==> src/rtl/wb_resp_slave.sv <==
// Write-only burst slave: accepts an AW burst descriptor, forwards each
// W beat straight to a simple memory port, and returns a single B response.
// Optional feature macro: WB_RESP_WLAST_CHECK_EN. When defined, a mismatch
// between s_wlast and the internal last-beat position turns the burst
// response into SLVERR. The writes themselves still go to memory.
module wb_resp_slave #(
  parameter int ADDR_W = 32,
  parameter int DATA_W = 32
) (
  input  logic                  clk,
  input  logic                  rst,
  input  logic                  s_awvalid,
  output logic                  s_awready,
  input  logic [ADDR_W-1:0]     s_awaddr,
  input  logic [7:0]            s_awlen,
  input  logic                  s_wvalid,
  output logic                  s_wready,
  input  logic [DATA_W-1:0]     s_wdata,
  input  logic [DATA_W/8-1:0]   s_wstrb,
  input  logic                  s_wlast,
  output logic                  s_bvalid,
  input  logic                  s_bready,
  output logic [1:0]            s_bresp,
  input  logic                  mem_ready,
  output logic                  mem_we,
  output logic [ADDR_W-1:0]     mem_addr,
  output logic [DATA_W-1:0]     mem_wdata,
  output logic [DATA_W/8-1:0]   mem_wstrb
);

  localparam logic [ADDR_W-1:0] STRIDE = ADDR_W'(DATA_W / 8);

  typedef enum logic [1:0] {
    IDLE = 2'd0,
    DATA = 2'd1,
    RESP = 2'd2
  } state_t;

  state_t              state_q, state_d;
  logic [ADDR_W-1:0]   addr_q;
  logic [7:0]          len_q;
  logic [7:0]          beat_q;
  logic                err_q;

  logic                aw_hs;
  logic                w_hs;
  logic                last_beat;

  // A W beat is taken only while in DATA and the memory can absorb it, so
  // s_wready is simply mem_ready there and the write is purely combinational.
  assign aw_hs     = (state_q == IDLE) && s_awvalid;
  assign w_hs      = (state_q == DATA) && s_wvalid && mem_ready;
  assign last_beat = (beat_q == len_q);

  assign mem_we    = w_hs;
  assign mem_addr  = addr_q;
  assign mem_wdata = s_wdata;
  assign mem_wstrb = s_wstrb;

`ifndef WB_RESP_WLAST_CHECK_EN
  // s_wlast has no function when the check is compiled out.
  logic unused_wlast;
  assign unused_wlast = s_wlast;
`endif

  // Next-state and handshake outputs for the IDLE -> DATA -> RESP sequence.
  always_comb begin
    state_d   = state_q;
    s_awready = 1'b0;
    s_wready  = 1'b0;
    s_bvalid  = 1'b0;
    s_bresp   = 2'b00;
    case (state_q)
      IDLE: begin
        s_awready = 1'b1;
        if (s_awvalid) state_d = DATA;
      end
      DATA: begin
        s_wready = mem_ready;
        // Burst length comes from AW alone; s_wlast never ends a burst.
        if (w_hs && last_beat) state_d = RESP;
      end
      RESP: begin
        s_bvalid = 1'b1;
        s_bresp  = {err_q, 1'b0};
        if (s_bready) state_d = IDLE;
      end
      default: state_d = IDLE;
    endcase
  end

  // State register plus burst bookkeeping (address, beat count, error flag).
  always_ff @(posedge clk) begin
    if (rst) begin
      state_q <= IDLE;
      addr_q  <= '0;
      len_q   <= '0;
      beat_q  <= '0;
      err_q   <= 1'b0;
    end else begin
      state_q <= state_d;
      if (aw_hs) begin
        addr_q <= s_awaddr;
        len_q  <= s_awlen;
        beat_q <= '0;
        err_q  <= 1'b0;
      end
      if (w_hs) begin
        // Address wraps modulo 2^ADDR_W. beat_q may roll over after the
        // 256th beat, but the last-beat compare has already fired by then.
        addr_q <= addr_q + STRIDE;
        beat_q <= beat_q + 8'd1;
`ifdef WB_RESP_WLAST_CHECK_EN
        if (s_wlast != last_beat) err_q <= 1'b1;
`endif
      end
    end
  end

endmodule

==> config.mk <==
export PLATFORM = sky130hd
export DESIGN_NAME = wb_resp_slave
export DESIGN_NICKNAME = d
export VERILOG_FILES = /design/src/rtl/wb_resp_slave.sv
export SDC_FILE = /design/constraint.sdc
export NUM_CORES = 1
export LEC_CHECK = 0
export BUFFER_PORTS_ARGS = -buffer_cell sky130_fd_sc_hd__buf_2
export CORE_UTILIZATION = 50
export DETAILED_ROUTE_END_ITERATION = 10
export GPL_TIMING_DRIVEN = 0
export PLACE_DENSITY = 0.87
export SLEW_MARGIN = 20
export SYNTH_ARGS = -nofsm -noshare
export SYNTH_HDL_FRONTEND = slang
export SYNTH_SLANG_ARGS = --single-unit
==> constraint.sdc <==
create_clock -name clk -period 5.1 [get_ports clk]
set_input_delay 1.53 -clock clk [delete_from_list [all_inputs] [get_ports clk]]
set_output_delay 1.53 -clock clk [all_outputs]
set_load 0.05 [all_outputs]
==> results.json <==
{
  "crit_top_cell": "buf_2",
  "drc": 0,
  "synthFlopType": "dfxtp_1",
  "status": "complete, no violations",
  "finalInstanceArea_um2": 3830,
  "antennaDiodeCount": 0,
  "synth_most_common_cell": "nand2_1",
  "tightest_slew_ns": 0.660,
  "core_area_um2": 5920,
  "hp-class": "flip-flop to flip-flop",
  "ys_seq_elements": 50,
  "start_util_pct": 51.7,
  "path_max_fanout": 10,
  "wl_met3_um": 879,
  "max_freq_ghz": 0.216,
  "drive_above_1_share_pct": 33.8,
  "hpwl_mm": 6.82,
  "critPathTopFamily": "buffers and inverters",
  "nFillCells": 531,
  "rows": 28,
  "leakagePower_nw": 1.63,
  "viasPerCell": 6.01,
  "dieArea_um2": 6440,
  "yosys-top-cells-count": "53 x nand2_1, 50 x dfxtp_1, 38 x buf_4",
  "internal_power_mw": 0.596,
  "grt_start_max_net_pins": 18,
  "ys_types": 51,
  "ctsLongestPathBuffers": 2,
  "power_density_nw_per_um2": 254,
  "worst_ir_drop_vdd_mv": 0.123,
  "path_clk_slew_ns": 0.10,
  "seq_area_um2": 1000,
  "relSlewSlack_pct": 55.8,
  "synth-async-reset-ratio_pct": 0,
  "cp-end-kind": "output port",
  "critPathKind": "primary input to output port",
  "synth_area_um2": 3060,
  "boundaryPins": 157,
  "setup_viol": 0,
  "fin_crit_sh_pct": 91.0,
  "area_growth_pct": 25.2,
  "finClkSkew_ns": 0.00960,
  "port_buffers": 116,
  "cp.buffers_inverters": 5,
  "dpl-instance-area_um2": 3740,
  "switchingPower_mw": 0.377,
  "wire_per_inst_um": 15.5,
  "grt_pass1_vias": 3129,
  "yosys.area.top_type": "dfxtp_1",
  "postCtsHoldBufs": 0,
  "insertion_delay_ns": 0.32,
  "synth_top_area_share_pct": 32.7,
  "cts_resized": 0,
  "start_kind": "primary input",
  "wl_mm": 9.18,
  "wl_met2_mm": 4.37,
  "p_sw_share_pct": 38.7,
  "htree_levels": 2,
  "synth_cells": 393,
  "synth_edf_count": 0,
  "worstPathRequired_ns": 3.57,
  "drv_cap": 0,
  "routedLengthMet1_mm": 3.71,
  "rsz0062_at_grt": "false",
  "synth_area_per_cell_um2": 7.78,
  "cts_tree": "yes",
  "track_usage_pct": 28.9,
  "cpPeakStageDelay_ns": 0.40,
  "ant_nets": 0,
  "slew_viol_final": 0,
  "route.top_layer_used": "met4",
  "grt_pass1_wl_mm": 14.5,
  "seqPwrFrac_pct": 45.2,
  "root_buffer": "clkbuf_8",
  "combPwrFrac_pct": 29.4,
  "pwr-share-clk_pct": 25.4,
  "first_iter_violations": 302,
  "nets": 602,
  "finalSetupTns_ns": 0,
  "hold_violations": 0,
  "clock_sinks": 50,
  "cts_setup_buffers": 0,
  "multi_input_area_um2": 1640,
  "drt_first_pass_iters": 5,
  "dieWidth_um": 80.2,
  "path_cells": "buf_2 > nand4b_4 > inv_1 > clkbuf_1 > buf_2 > buf_2",
  "dr_total_vias": 3565,
  "gr-total-overflow": 0,
  "yosysWarnings": 0,
  "seq_area_frac_synth_pct": 32.7,
  "die_h_um": 80.2,
  "cpMaxStageDelayCell": "clkbuf_1",
  "synth_area_leaders": "dfxtp_1 33%, buf_4 9.3%, nand2_1 6.5%",
  "layout_min_cycle_time_ns": 4.64,
  "cts_made_buffers": 5,
  "gp_congestion": 1.01,
  "crit_arrival_ns": 3.11,
  "antenna_found_initial": 0
}
==> final timing paths <==
check,startpoint,end,slack (ns),depth (start not counted)
max,mem_ready,mem_we,0.46,6
min,mem_addr[1],mem_addr[1],0.46,2
max reg2reg,mem_addr[2],mem_addr[16],2.72,6
min reg2reg,mem_addr[1],mem_addr[1],0.46,2
==> power groups by stage <==
stage	clock network [mW]	logic [mW]	registers, mW
after floorplan	0	0.158	0.500
after global placement	0	0.282	0.447
after detailed placement	0	0.286	0.448
after CTS	0.248	0.286	0.439
after global routing	0.265	0.304	0.443
final	0.247	0.286	0.440
==> routing by layer <==
| metal | vias to the layer above | GRT usage, % |
|---|---|---|
| met2 | 249 | 49.0 |
| met5 | - | 0 |
| li1 | 1661 | - |
| met3 | 28 | 4.20 |
| met1 | 1627 | 36.1 |
| met4 | 0 | 12.9 |
==> cells by family after synthesis <==
logic type | Yosys count | synth area share [%]
compound gates | 85 | 18.9
xor+xnor | 13 | 3.72
fa+ha+maj | 2 | 0.818
buf+inv | 72 | 13.7
flops | 50 | 32.7
mux | 3 | 1.06
other cells | 1 | 0.123
simple gates | 167 | 29.0
==> tightest hold or removal path: cells and delay by family (launching register included) <==
family          cells  cell delay (ns)
flops               1             0.32
compound gates      1             0.06
simple gates        1             0.05
==> layout by cell type (no fill, tap or decap), types with 2 or more instances in the layout <==
| cell type | n |
|---|---|
| and3_1 | 2 |
| ha_1 | 2 |
| and2_1 | 3 |
| conb_1 | 2 |
| nor2_1 | 13 |
| a31oi_1 | 13 |
| nor3_1 | 24 |
| a2bb2oi_1 | 2 |
| buf_2 | 119 |
| nand4b_1 | 3 |
| a21oi_1 | 26 |
| or3b_2 | 2 |
| inv_1 | 6 |
| nor4_1 | 10 |
| clkinvlp_4 | 2 |
| nand4_1 | 12 |
| o221ai_1 | 5 |
| buf_4 | 38 |
| or4_1 | 10 |
| mux2_2 | 2 |
| clkbuf_8 | 5 |
| xor2_1 | 10 |
| o211ai_1 | 5 |
| or2_2 | 2 |
| or3_1 | 5 |
| clkbuf_1 | 21 |
| nand2_1 | 53 |
| a22oi_1 | 11 |
| buf_1 | 2 |
| a311o_1 | 4 |
| o21ai_0 | 5 |
| dfxtp_1 | 50 |
| xnor2_1 | 3 |
| o311ai_0 | 7 |
| nand3_1 | 20 |
==> registers in the layout (all words and copies together) (netlist names) <==
| register | flops |
|---|---|
| len_q | 8 |
| beat_q | 8 |
| mem_addr | 32 |
| state_q | 2 |
==> stage by stage <==
| stage | worst slack (ns) | hold slack [ns] | power (mW) | util [%] | instances |
|---|---|---|---|---|---|
| 2_1_floorplan | 1.15 | 0.448 | 0.658 | - | 394 |
| 3_3_place_gp | 0.511 | 0.439 | 0.729 | 63.1 | 585 |
| 3_5_place_dp | 0.472 | 0.446 | 0.733 | 63.1 | 585 |
| 4_1_cts | 0.478 | 0.460 | 0.973 | 64.7 | 593 |
| 5_1_grt | 0.416 | 0.480 | 1.01 | 64.7 | 593 |
| 6_report | 0.460 | 0.465 | 0.973 | 64.7 | 593 |
==> layout make-up <==
class	instances	area share [%]
buffer	65	10.2
multi-input combinational	272	42.9
tap	75	2.45
inverter	7	0.686
clock inverter	3	0.621
clock buffer	5	1.80
sequential	50	26.1
timing repair buffer	116	15.2
Note: power is estimated with default switching activity, not from simulation.
